==> src/rtl/embedding_pkg.sv <==
// embedding_pkg: shared types and helpers for the embedding stream unit.
//   state_e   - controller states
//   TOK_SEL_C - weight-store tensor select for the token table
//   POS_SEL_C - weight-store tensor select for the position table
//   sat_add8  - signed int8 add, saturating or wrapping
package embedding_pkg;

    typedef enum logic [2:0] {
        IDLE   = 3'd0,
        RD_TOK = 3'd1,
        RD_POS = 3'd2,
        ADD    = 3'd3,
        EMIT   = 3'd4,
        FIN    = 3'd5
    } state_e;

    localparam logic [5:0] TOK_SEL_C = 6'd0;
    localparam logic [5:0] POS_SEL_C = 6'd1;

    // A 9-bit signed sum overflows int8 exactly when bits 8 and 7 differ;
    // bit 8 is then the true sign and selects the clamp direction.
    function automatic logic [7:0] sat_add8(input logic [7:0] a,
                                            input logic [7:0] b,
                                            input logic       saturate);
        logic [8:0] s;
        logic [7:0] r;
        s = {a[7], a} + {b[7], b};
        r = s[7:0];
        if (saturate && (s[8] != s[7])) begin
            r = s[8] ? 8'h80 : 8'h7F;
        end
        return r;
    endfunction

endpackage

==> src/rtl/embed_lane_add.sv <==
// embed_lane_add: one signed int8 lane adder.
//   a_i   - token byte (int8)
//   b_i   - position byte (int8)
//   sum_o - a_i + b_i, clamped to [-128,127] when SATURATE, else low 8 bits
module embed_lane_add
    import embedding_pkg::*;
#(
    parameter bit SATURATE = 1'b1
) (
    input  logic [7:0] a_i,
    input  logic [7:0] b_i,
    output logic [7:0] sum_o
);

    assign sum_o = sat_add8(a_i, b_i, SATURATE);

endmodule

==> src/rtl/embedding_stream.sv <==
// embedding_stream: per request, reads a token row and a position row from the
// weight store LANES bytes at a time, adds them lane-wise as int8 and streams
// the DIM-element result in LANES-wide beats.
//
// Ports:
//   clk_i, rst_ni          - clock, asynchronous active-low reset
//   req_valid_i/ready_o    - request handshake; ready only in IDLE
//   token_id_i, position_i - sampled on the request handshake
//   w_sel_o, w_addr_o      - weight-store tensor select and word address
//   w_data_i               - read data, one cycle after the address
//   out_valid_o/ready_i    - output beat handshake
//   out_data_o             - lane j = element k*LANES+j of chunk k
//   out_idx_o, out_last_o  - chunk index k, high on the final chunk
//   done_o, err_o          - one-cycle completion pulse and error flag
//   busy_o                 - high from the cycle after handshake to done_o
//
// Handshakes: a transfer happens on a rising edge where valid and ready are
// both high. While out_valid_o is high and out_ready_i low, data, index and
// last are held unchanged; valid never drops without a transfer.
module embedding_stream
    import embedding_pkg::*;
#(
    parameter int         DIM      = 128,
    parameter int         LANES    = 4,
    parameter int         VOCAB    = 256,
    parameter int         MAX_POS  = 256,
    parameter int         ID_W     = 8,
    parameter int         POS_W    = 8,
    parameter int         ADDR_W   = 16,
    parameter logic [5:0] TOK_SEL  = TOK_SEL_C,
    parameter logic [5:0] POS_SEL  = POS_SEL_C,
    parameter int         SATURATE = 1,
    localparam int        CHUNKS   = DIM / LANES,
    localparam int        K_W      = (CHUNKS > 1) ? $clog2(CHUNKS) : 1
) (
    input  logic                  clk_i,
    input  logic                  rst_ni,
    input  logic                  req_valid_i,
    output logic                  req_ready_o,
    input  logic [ID_W-1:0]       token_id_i,
    input  logic [POS_W-1:0]      position_i,
    output logic [5:0]            w_sel_o,
    output logic [ADDR_W-1:0]     w_addr_o,
    input  logic [LANES*8-1:0]    w_data_i,
    output logic                  out_valid_o,
    input  logic                  out_ready_i,
    output logic [LANES*8-1:0]    out_data_o,
    output logic [K_W-1:0]        out_idx_o,
    output logic                  out_last_o,
    output logic                  done_o,
    output logic                  err_o,
    output logic                  busy_o
);

    localparam logic [K_W-1:0] K_LAST = K_W'(CHUNKS - 1);

    state_e                 state_q;
    logic [ID_W-1:0]        tok_q;
    logic [POS_W-1:0]       pos_q;
    logic [K_W-1:0]         k_q;
    logic [LANES*8-1:0]     tok_r_q;
    logic [LANES*8-1:0]     out_data_q;
    logic                   out_valid_q;
    logic                   out_last_q;
    logic                   done_q;
    logic                   err_q;
    logic                   busy_q;
    logic [5:0]             w_sel_q;
    logic [ADDR_W-1:0]      w_addr_q;

    logic [LANES*8-1:0]     sum_w;
    logic [31:0]            tok_ext;
    logic [31:0]            pos_ext;
    logic                   req_bad;

    // Row base times CHUNKS plus chunk offset, all at ADDR_W width.
    function automatic logic [ADDR_W-1:0] row_addr(input logic [ADDR_W-1:0] row,
                                                   input logic [K_W-1:0]    k);
        return row * ADDR_W'(CHUNKS) + ADDR_W'(k);
    endfunction

    // Range check at 32 bits so tables smaller than the id space are caught.
    assign tok_ext = 32'(token_id_i);
    assign pos_ext = 32'(position_i);
    assign req_bad = (tok_ext >= 32'(VOCAB)) || (pos_ext >= 32'(MAX_POS));

    // The token word captured in RD_POS meets the position word arriving in ADD.
    for (genvar j = 0; j < LANES; j++) begin : g_lane
        embed_lane_add #(
            .SATURATE(SATURATE != 0)
        ) u_lane (
            .a_i  (tok_r_q[j*8 +: 8]),
            .b_i  (w_data_i[j*8 +: 8]),
            .sum_o(sum_w[j*8 +: 8])
        );
    end

    always_ff @(posedge clk_i or negedge rst_ni) begin
        if (!rst_ni) begin
            state_q     <= IDLE;
            tok_q       <= '0;
            pos_q       <= '0;
            k_q         <= '0;
            tok_r_q     <= '0;
            out_data_q  <= '0;
            out_valid_q <= 1'b0;
            out_last_q  <= 1'b0;
            done_q      <= 1'b0;
            err_q       <= 1'b0;
            busy_q      <= 1'b0;
            w_sel_q     <= TOK_SEL;
            w_addr_q    <= '0;
        end else begin
            done_q <= 1'b0;
            err_q  <= 1'b0;
            case (state_q)
                IDLE: begin
                    if (req_valid_i) begin
                        tok_q  <= token_id_i;
                        pos_q  <= position_i;
                        k_q    <= '0;
                        busy_q <= 1'b1;
                        if (req_bad) begin
                            // No reads: straight to completion with error.
                            done_q  <= 1'b1;
                            err_q   <= 1'b1;
                            state_q <= FIN;
                        end else begin
                            // Address is registered here so it is on the bus in RD_TOK.
                            w_sel_q  <= TOK_SEL;
                            w_addr_q <= row_addr(ADDR_W'(token_id_i), '0);
                            state_q  <= RD_TOK;
                        end
                    end
                end
                RD_TOK: begin
                    w_sel_q  <= POS_SEL;
                    w_addr_q <= row_addr(ADDR_W'(pos_q), k_q);
                    state_q  <= RD_POS;
                end
                RD_POS: begin
                    tok_r_q <= w_data_i;
                    state_q <= ADD;
                end
                ADD: begin
                    out_data_q  <= sum_w;
                    out_valid_q <= 1'b1;
                    out_last_q  <= (k_q == K_LAST);
                    state_q     <= EMIT;
                end
                EMIT: begin
                    if (out_ready_i) begin
                        out_valid_q <= 1'b0;
                        out_last_q  <= 1'b0;
                        if (k_q == K_LAST) begin
                            done_q  <= 1'b1;
                            state_q <= FIN;
                        end else begin
                            k_q      <= k_q + 1'b1;
                            w_sel_q  <= TOK_SEL;
                            w_addr_q <= row_addr(ADDR_W'(tok_q), k_q + 1'b1);
                            state_q  <= RD_TOK;
                        end
                    end
                end
                FIN: begin
                    busy_q  <= 1'b0;
                    state_q <= IDLE;
                end
                default: begin
                    state_q <= IDLE;
                end
            endcase
        end
    end

    assign req_ready_o = (state_q == IDLE);
    assign w_sel_o     = w_sel_q;
    assign w_addr_o    = w_addr_q;
    assign out_valid_o = out_valid_q;
    assign out_data_o  = out_data_q;
    assign out_idx_o   = k_q;
    assign out_last_o  = out_last_q;
    assign done_o      = done_q;
    assign err_o       = err_q;
    assign busy_o      = busy_q;

endmodule
==> config.mk <==
export PLATFORM = sky130hd
export DESIGN_NAME = embedding_stream
export DESIGN_NICKNAME = d
export VERILOG_FILES = /design/src/rtl/embedding_pkg.sv /design/src/rtl/embed_lane_add.sv /design/src/rtl/embedding_stream.sv
export SDC_FILE = /design/constraint.sdc
export NUM_CORES = 1
export LEC_CHECK = 0
export CAP_MARGIN = 20
export CORE_MARGIN = 5
export CORE_UTILIZATION = 32
export CTS_BUF_LIST = sky130_fd_sc_hd__clkbuf_8
export CTS_CLUSTER_SIZE = 10
export DETAILED_ROUTE_END_ITERATION = 12
export PLACE_DENSITY = 0.51
export REMOVE_ABC_BUFFERS = 1
export SLEW_MARGIN = 20
export SYNTH_ARGS = -nofsm -noshare
export SYNTH_HDL_FRONTEND = slang
export SYNTH_HIERARCHICAL = 1
export SYNTH_SLANG_ARGS = --single-unit
==> constraint.sdc <==
create_clock -name clk_i -period 2.85 [get_ports clk_i]
set_input_delay 0.285 -clock clk_i [delete_from_list [all_inputs] [get_ports clk_i]]
set_output_delay 0.285 -clock clk_i [all_outputs]
set_load 0.005 [all_outputs]
==> impl_results.md <==
- Hold buffer count at cts: 1
- Top FF cell, synth: dfrtp_1
- GRT overflow: 0
- Synth warn: 6
- Number of I/O port buffers: 107
- Worst Hold Class: input pin to asynchronous set/reset pin
- Final hold viol count: 0
- Starting Density: 0.3265
- First-pass GRT wire length: 29620 µm
- Reg2reg path depth: 9
- Die area: 24550 µm²
- Crit start category: input pin
- Final Cell Area: 8607 µm²
- Status: finished, final reports clean
- Die X: 156.7 µm
- Fraction of layout cells with a size suffix above 1: 0.1944
- Critical Path Fanout Max: 3
- Unrepaired setup endpoints after global routing: no
- CP required: 3.13 ns
- Post-CTS setup buffer count: 0
- DRC Markers: 0
- Die height: 156.7 µm
- Cell Area, Placed: 8392 µm²
- Sequential-to-total area share from yosys stat: 0.3853
- PD cells: 1225 nW/µm²
- #FFs+latches synth: 106
- Most frequent cells in the layout: 106 x dfrtp_1, 106 x clkdlybuf4s50_1, 83 x mux2_2
- Async S/R FF share, synth: 1.000
- Tmin final: 2.549 ns
- Via Count: 5707
- GP Congestion: 0.7930
- Layout Skew: 0.01006 ns
- Actual slew at the worst max-slew pin: 0.6190 ns
- Clk buf depth: 2
- Fin util: 0.4082
- Num CTS Buffers: 9
- Initial antenna violation count: 1
- Syn Area/Cell: 9.963 µm²
- EDFF count, synth: 0
- Setup CP Type: input pin to flip-flop
- Slew Limit Headroom: 0.5864
- FF-to-FF Start: tok_r_q[24]$_DFFE_PN0P_
- Peak supply drop: 0.0006056 V
- Clk slew on worst S/H paths: 0.11 ns
- Site Rows: 53
- Clock Sink Count: 106
- LEAKAGE: 3.558 nW
- CTS tree: done
- Number of DRC markers in iteration 0: 209
- WL final: 17380 µm
- Max-slew violations: 0
- CP endpoint kind: flip-flop
- Mapped cell area: 6884 µm²
- Routed vias/inst: 5.217
- Max Cap Violations: 0
- NumNets Final: 903
- Reg2Reg Setup Slack: 0.30 ns
- Total GRT Usage: 0.1463
- Area grow syn2layout: 25.03%
- Number of global-route vias before repair: 5894
- Core region area: 21090 µm²
- Arrival time at the worst endpoint: 2.83 ns
- Final HPWL DP: 13170 µm
- Maximum number of pins on one net before global-route repair: 50
- TritonRoute pass-1 iters: 8
- RR Endpoint: out_data_o[30]$_DFFE_PN0P_
- Fmax: 392.3 MHz
- # IOs: 117
- Gates resized, CTS repair: 0
- Avg WL per Cell: 15.88 µm
- Synth Instances: 691
- H-Tree Depth: 3
- Final setup vio count: 0
- Yosys cell types: 66
- Period utilisation layout: 0.8943
- Skew-Pair Late Insertion Delay: 0.39 ns
- Root buffer selected by CTS: clkbuf_8
- Final ANT Viol Nets: 0
-- worst max-delay path, cell delays in order --
cell,delay [ns]
clkdlybuf4s50_1,0.47
ha_1,0.16
inv_1,0.05
fa_1,0.37
nand2b_1,0.20
a21o_1,0.19
a311oi_1,0.43
maj3_1,0.26
o221ai_1,0.11
mux2_2,0.29
-- layer usage --
layer / vias to the layer above / wire length (µm) / track usage
met5: - / 0 / 0
met4: 0 / 269 / 0.03223
met3: 16 / 1074 / 0.04646
met2: 124 / 8115 / 0.2420
met1: 2795 / 7915 / 0.1880
li1: 2772 / - / -
-- report_power, final --
part           internal (mW)  switching [mW]  leakage (nW)
Sequential              2.24           0.455          1.24
Clock                  0.372           0.622         0.104
Combinational           3.51            3.35          2.21
Total                   6.12            4.42          3.56
-- flip-flops by register name, summed over array words and instances, names as in the netlist --
| name | flops |
|---|---|
| w_addr_o | 13 |
| done_o | 1 |
| out_last_o | 1 |
| out_data_o | 32 |
| tok_q | 8 |
| w_sel_o | 1 |
| out_valid_o | 1 |
| pos_q | 8 |
| tok_r_q | 32 |
| out_idx_o | 5 |
| busy_o | 1 |
| state_q | 3 |
-- synthesized netlist by cell type, drive strengths merged (9+ instances only) --
library cell	number	share of area
nand2	39	0.021
clkbuf	9	0.0049
ha	34	0.062
inv	29	0.016
a21o	17	0.019
a21oi	47	0.036
nor2	57	0.031
nand2b	9	0.0082
o21ai	36	0.026
nor2b	11	0.010
nor3	11	0.010
o221ai	12	0.015
dfrtp	106	0.39
mux2	83	0.14
o21a	13	0.014
o22ai	23	0.021
buf	32	0.029
o211ai	16	0.017
-- stage by stage --
| stage | power, mW | cells | hold slack, ns | TNS (ns) | worst slack [ns] |
|---|---|---|---|---|---|
| 2_1_floorplan | 7.203 | 658 | -0.01059 | 0 | 0.2662 |
| 3_3_place_gp | 9.464 | 1076 | 0.2750 | -0.01482 | -0.01482 |
| 3_5_place_dp | 9.614 | 1076 | 0.2803 | -0.1607 | -0.09410 |
| 4_1_cts | 10.69 | 1093 | 0.3784 | 0 | 0.3053 |
| 5_1_grt | 11.57 | 1094 | 0.4033 | 0 | 0.1385 |
| 6_report | 10.54 | 1094 | 0.3763 | 0 | 0.3012 |
-- worst max path at each step --
stage	start	end	slack [ns]
finish	w_data_i[24]	out_data_o[30]$_DFFE_PN0P_	0.30
global route	tok_r_q[24]$_DFFE_PN0P_	out_data_o[30]$_DFFE_PN0P_	0.14
CTS	tok_r_q[24]$_DFFE_PN0P_	out_data_o[30]$_DFFE_PN0P_	0.31
detailed placement	w_data_i[24]	out_data_o[30]$_DFFE_PN0P_	-0.09
global placement	w_data_i[24]	out_data_o[30]$_DFFE_PN0P_	-0.01
floorplan	state_q[2]$_DFFE_PN0P_	tok_r_q[0]$_DFFE_PN0P_	0.27
-- logic make-up (layout without fill, tap and decap cells) --
group,after synthesis,count (layout),synth area share
other,1,10,0.0005447
buffers and inverters,71,190,0.05071
flip-flops,106,106,0.3853
XOR/XNOR,13,13,0.01654
adder cells (fa/ha/maj),41,41,0.07779
AO/OA/AOI/OAI,213,213,0.2143
AND/OR/NAND/NOR,162,162,0.1176
multiplexers,84,84,0.1372
-- final cells by class --
type | count | area (µm²)
diodes | 1 | 2.502
clock buffers | 10 | 137.6
clock inverters | 6 | 65.06
fillers | 2076 | 12480
inverters | 30 | 112.6
multi-input cells | 522 | 3919
flip-flops and latches | 106 | 2653
well taps | 275 | 344.1
repair buffers | 144 | 1374
(Power assumes the default switching activity.)
==> RTL edit 1: new RTL, config.mk and constraints unchanged <==
Re-encode `state_e` (6 states) as Gray code, 3 bits wide.
--- a/src/rtl/embedding_pkg.sv
+++ b/src/rtl/embedding_pkg.sv
@@ -7,10 +7,10 @@
 
     typedef enum logic [2:0] {
-        IDLE   = 3'd0,
-        RD_TOK = 3'd1,
-        RD_POS = 3'd2,
-        ADD    = 3'd3,
-        EMIT   = 3'd4,
-        FIN    = 3'd5
+        IDLE   = 3'b000,
+        RD_TOK = 3'b001,
+        RD_POS = 3'b011,
+        ADD    = 3'b010,
+        EMIT   = 3'b110,
+        FIN    = 3'b111
     } state_e;
 
Function: no difference found for any inputs over 10 cycles, from zero or initial values and one cycle with rst_ni low; not proved beyond that.
==> RTL edit 1 against the original RTL <==
Clock power about the same; final area increased by 2.0%; die area up 2.1%; sequential cell count unchanged; clock skew grew 0.0042 ns; worst setup slack gained 0.049 ns; hold slack worse by 0.034 ns; count of clock-buffer cells in the layout unchanged; synthesized area rose by 2.2%; wire length up 3.8%; power rose by 1.5%; first-iteration DRC count up 0.96%; largest cell class unchanged.
==> RTL edit 1: results (changes against the original RTL) <==
- The flow ran to the end, and the final reports show no timing, DRC or antenna violations.
* Iteration-0 DRC count of the detailed router: 211 (+0.96%)
* Reg2Reg Setup Slack: 0.37 ns (+0.07 ns)
- Post-synthesis sequential area ratio: 0.3770 (-0.008291)
* Maximum fanout along the worst path: 2 (-1)
- Worst hold-check slack: 0.3418 ns (-0.03450 ns)
- The worst register-to-register path begins at tok_r_q[24]$_DFFE_PN0N_.
* Post-placement cell area: 8562 um^2 (+2.0%)
* Fraction of area in registers: 0.3022 (-0.005975)
- Multi-input logic area: 4030 um^2 (+2.8%)
- Length of routed wiring on met1: 8512 um (+7.5%)
- The worst reg-to-reg path cell count was 10 (+1).
- The count of vias placed by the detailed router was 5803 (+1.7%).
- Highest metal layer used by the detailed router: met5
* Final Wtd Congestion: 0.8360 (+5.4%)
- Count of plain and timing-repair buffers in the layout: 152 (+5.6%)
* Number of buffer cells added on primary ports: 107 (unchanged)
* Post-Place Setup Slack: -0.02755 ns (+0.06655 ns)
- Fraction of cell area in non-clock buffers: 0.1634 (+0.003748)
- Adder-cell area share of the yosys netlist: 0.07612 (-0.001674)
- Post-route core utilization: 0.4034 (-0.004713)
- Leakage power figure: 3.681 nW (+3.5%)
* IR Drop Worst-Case VDD: 358.3 uV (-41%)
* Count of TritonRoute iterations in the first routing pass: 6 (-2)
- The slew at the pin closest to its max-slew limit is 0.7429 ns (+0.1238 ns).
- The final-layout clock-cell area share is 0.02309 (-0.0004566).
- The combined global-route utilization of all metal layers came to 0.1493 (+0.003045).
* Fill cell total of the finished layout: 2168 (+4.4%)
- The hold buffer count at CTS was 1 (unchanged).
* Share of the clock period used by the worst path after layout: 0.8772 (-0.01716)
- Ranking of synthesized cells by instance count: 106 x sky130_fd_sc_hd__dfrtp_1, 80 x sky130_fd_sc_hd__mux2_2, 59 x sky130_fd_sc_hd__nor2_1
- Routed wl met3: 1103 um (+2.7%)
- Clock skew: 0.01423 ns (+0.004166 ns)
- Comb_multi_in: 545 (+4.4%)
* Largest cells by area after synthesis: sky130_fd_sc_hd__dfrtp_1 38%, sky130_fd_sc_hd__mux2_2 13%, sky130_fd_sc_hd__ha_1 6.0%
* Via count of the first global-routing pass: 5983 (+1.5%)
- The half-perimeter wire length of the detailed placement result came to 13380 um (+1.6%).
- The first-pass GRT wire length is 30570 um (+3.2%).
* Layout Nets: 932 (+3.2%)
- Total routed wirelength: 18030 um (+3.8%)
- The number of non-clock inverters came to 28 (-6.7%).
- Maximum number of pins on one net before global-route repair: 55 (+10%)
- The mux contribution to synthesized area is 0.1343 (-0.002953).
- The total placed cells including tap cells came to 1110 (+3.2%).
[RTL edit 1: changes by cell type after synthesis, sizes merged, moves of 9 or more]
cell / change
nand2: +9
o21a: -10
o21ai: +9
o22ai: +9
[RTL edit 1: power breakdown]
| part | switching [W] | internal, W |
|---|---|---|
| clock network | 0.000623 | 0.000373 |
| logic | 0.00336 | 0.00361 |
| registers | 0.000494 | 0.00224 |
| total | 0.00448 | 0.00623 |
[RTL edit 1: cells by family after synthesis]
| family | count (synthesis) |
|---|---|
| compound gates | 213 |
| xor+xnor | 13 |
| fa+ha+maj | 41 |
| buf+inv | 69 |
| flops | 106 |
| mux | 84 |
| other cells | 1 |
| simple gates | 185 |
[RTL edit 1: routing by layer]
layer / global-route usage / vias to the layer above
met3: 0.03697 / 18
met2: 0.2424 / 129
met5: 0 / -
met1: 0.2021 / 2783
met4: 0.03412 / 2
li1: - / 2871
==> RTL edit 2: new RTL, same flow settings <==
Made on the original files. `SATURATE` is set to 1 in 2 places; all go to 0.
--- a/src/rtl/embed_lane_add.sv
+++ b/src/rtl/embed_lane_add.sv
@@ -6,5 +6,5 @@
     import embedding_pkg::*;
 #(
-    parameter bit SATURATE = 1'b1
+    parameter bit SATURATE = 1'b0
 ) (
     input  logic [7:0] a_i,
--- a/src/rtl/embedding_stream.sv
+++ b/src/rtl/embedding_stream.sv
@@ -30,5 +30,5 @@
     parameter logic [5:0] TOK_SEL  = TOK_SEL_C,
     parameter logic [5:0] POS_SEL  = POS_SEL_C,
-    parameter int         SATURATE = 1,
+    parameter int         SATURATE = 0,
     localparam int        CHUNKS   = DIM / LANES,
     localparam int        K_W      = (CHUNKS > 1) ? $clog2(CHUNKS) : 1
Check against the original RTL: not equivalent (a bounded check fails within 10 cycles, from zero or initial values and one cycle with rst_ni low).
==> RTL edit 2 against the original RTL <==
Synthesized area fell by 17%; final area fell by 16%; synthesized cell count shrank 30%; final cell count is 24% lower; power decreased by 25%; wire length fell by 25%; global-route usage decreased by 1.4 points; worst setup slack gained 0.13 ns; sequential cell count stayed put; largest power group unchanged.
==> RTL edit 2: results (changes against the original RTL) <==
- Result of the run: complete, no violations
- Final setup fails: 0 (unchanged)
- The cell sitting at the root of the clock tree is a sky130_fd_sc_hd__clkbuf_8.
* Post-Route Setup TNS: 0 ns (unchanged)
- The number of global-route vias before repair is 4281 (-27%).
- STA classifies the critical path startpoint as a flop.
* Clock latency of the later-clocked register in the worst-skew pair: 0.37 ns (-0.02 ns)
- Post-synthesis sequential area ratio: 0.4639 (+0.07858)
- The number of instances resized during post-cts repair is 0 (unchanged).
- Layout Nets: 683 (-24%)
* Post-DP HPWL: 9773 um (-26%)
- The worst hold path begins at out_valid_o$_DFFE_PN0P_.
- Total number of H-tree levels: 3 (unchanged)
- The internal cell power came to 0.005101 W (-17%).
* Number of setup buffers added after CTS: 0 (unchanged)
- The leakage power summed over all cells was 2.966 nW (-17%).
* Count of TritonRoute iterations in the first routing pass: 4 (-4)
- Maximum fanout along the worst path: 18 (+15)
- The average detailed-routed wire length per instance is 15.83 um (-0.34%).
* Combined global-route utilization of all metal layers: 0.1325 (-0.01381)
* Global-route wire length before repair: 21850 um (-26%)
- Clock skew: 0.007873 ns (-0.002192 ns)
- The worst supply voltage drop on vdd is 390.5 uV (-36%).
- Number of vias after detailed routing: 4093 (-28%)
* Number of distinct library cells after synthesis: 52 (-21%)
- The hold buffer count at CTS was 1 (unchanged).
- Warning count from the yosys run: 6 (unchanged)
- The initial detailed-routing violation count was 110 (-47%).
- Sorting the synthesized cells by area gives the leading types as sky130_fd_sc_hd__dfrtp_1 46%, sky130_fd_sc_hd__mux2_2 16%, sky130_fd_sc_hd__ha_1 6.6%.
* Clock slew at reported path FFs: ~0.1 ns
- The final estimated routing congestion in global placement came to 0.7935 (about the same).
- On the worst path, the slowest cell contributes a delay of roughly 0.46 ns.
* Final antenna diode count: 0 (-1)
- The slew at the pin closest to its max-slew limit came to 0.7226 ns (+0.1035 ns).
- The path class of the tightest hold or removal check is reg2reg.
- Buffer depth of the longest clock path: 2 (unchanged)
- The number of buffers created by CTS is 9 (unchanged).
- The number of port buffers is 107 (unchanged).
- Among all stages on the critical path, the largest delay is contributed by sky130_fd_sc_hd__dfrtp_1.
- Sorting the synthesized cells by how often they occur yields 106 x sky130_fd_sc_hd__dfrtp_1, 80 x sky130_fd_sc_hd__mux2_2, 30 x sky130_fd_sc_hd__ha_1.
- Layout cell share with drive strength beyond 1: 0.1947 (+0.0002990)
- Launch instance of the worst register-to-register path: out_idx_o[0]$_DFFE_PN0P_
- The worst slack at placement came to 0.4968 ns (+0.5909 ns).
- The critical path data arrival time came to 2.68 ns (-0.15 ns).
- The number of antenna violations at the first check in global routing came to 0 (-1).
- Fraction of registers with async set/reset: 1.000 (unchanged)
* Fill cell total of the finished layout: 1692 (-18%)
* Maximum number of pins on one net before global-route repair: 54 (+8.0%)
## RTL edit 2: cell count changes after synthesis, sizes merged, moves of 7 or more
cell,change
nor2,-44
nand2,-24
a21oi,-23
o21ai,-15
o22ai,-15
a21o,-13
buf,-7
inv,-7
## RTL edit 2: metal layers
layer  up-vias  routed length (um)  global-route usage
met1      2005                5966              0.1724
met2        85                6275              0.2163
li1       1987                   -                   -
met5         -                   0                   0
met3        16                 600             0.03428
met4         0                 231             0.04262
## RTL edit 2: cell type report
cell class | count | share of cell area
multi-input combinational | 338 | 0.3927
clock inverter | 4 | 0.007086
sequential | 106 | 0.3664
clock buffer | 11 | 0.02091
tap | 225 | 0.03889
timing repair buffer | 119 | 0.1621
inverter | 23 | 0.01193
## RTL edit 2: critical path: cells and delay by family (launching register included)
| kind | cells | cell delay [ns] |
|---|---|---|
| and+or+nand+nor | 2 | 0.56 |
| AOI/OAI and AO/OA | 3 | 0.55 |
| adders and majority gates | 2 | 0.50 |
| DFF | 1 | 0.46 |
| buffers and inverters | 1 | 0.25 |
## RTL edit 2: worst paths after layout
path                       cells past startpoint                       to  slack [ns]
setup / recovery                               8  w_addr_o[2]$_DFFE_PN0P_        0.43
hold / removal                                 2  out_valid_o$_DFFE_PN0P_        0.50
setup reg to reg                               8  w_addr_o[2]$_DFFE_PN0P_        0.43
hold reg to reg                                2  out_valid_o$_DFFE_PN0P_        0.50
max in group asynchronous                      3         done_o$_DFF_PN0_        1.58
min in group asynchronous                      2  tok_r_q[16]$_DFFE_PN0P_        0.51
## RTL edit 2: stage by stage
step | utilization | instances | cell area [um^2]
final | 0.4157 | 826 | 7239
after global routing | 0.4157 | 826 | 7239
after CTS | 0.4157 | 826 | 7239
after detailed placement | 0.4034 | 810 | 7027
after global placement | 0.4034 | 810 | 7027
after floorplan | - | 467 | 5575
## RTL edit 2: cell families (layout without fill, tap and decap cells)
group / count (synthesis) / after routing / synth area share
AOI/OAI and AO/OA: 130 / 130 / 0.1578
DFF: 106 / 106 / 0.4639
muxes: 80 / 80 / 0.1575
and+or+nand+nor: 69 / 69 / 0.07068
buffers and inverters: 51 / 157 / 0.04529
adders and majority gates: 34 / 34 / 0.07965
xor gates and xnor gates: 16 / 16 / 0.02451
other: 1 / 9 / 0.0006558
## RTL edit 2: power groups by stage
| stage | clock network, W | registers [W] | logic (W) |
|---|---|---|---|
| 5_1_grt | 0.00108 | 0.00278 | 0.00478 |
| 3_5_place_dp | 0 | 0.00272 | 0.00436 |
| 4_1_cts | 0.00102 | 0.00269 | 0.00439 |
| 2_1_floorplan | 0 | 0.00270 | 0.00272 |
| 6_report | 0.000960 | 0.00268 | 0.00429 |
| 3_3_place_gp | 0 | 0.00269 | 0.00429 |
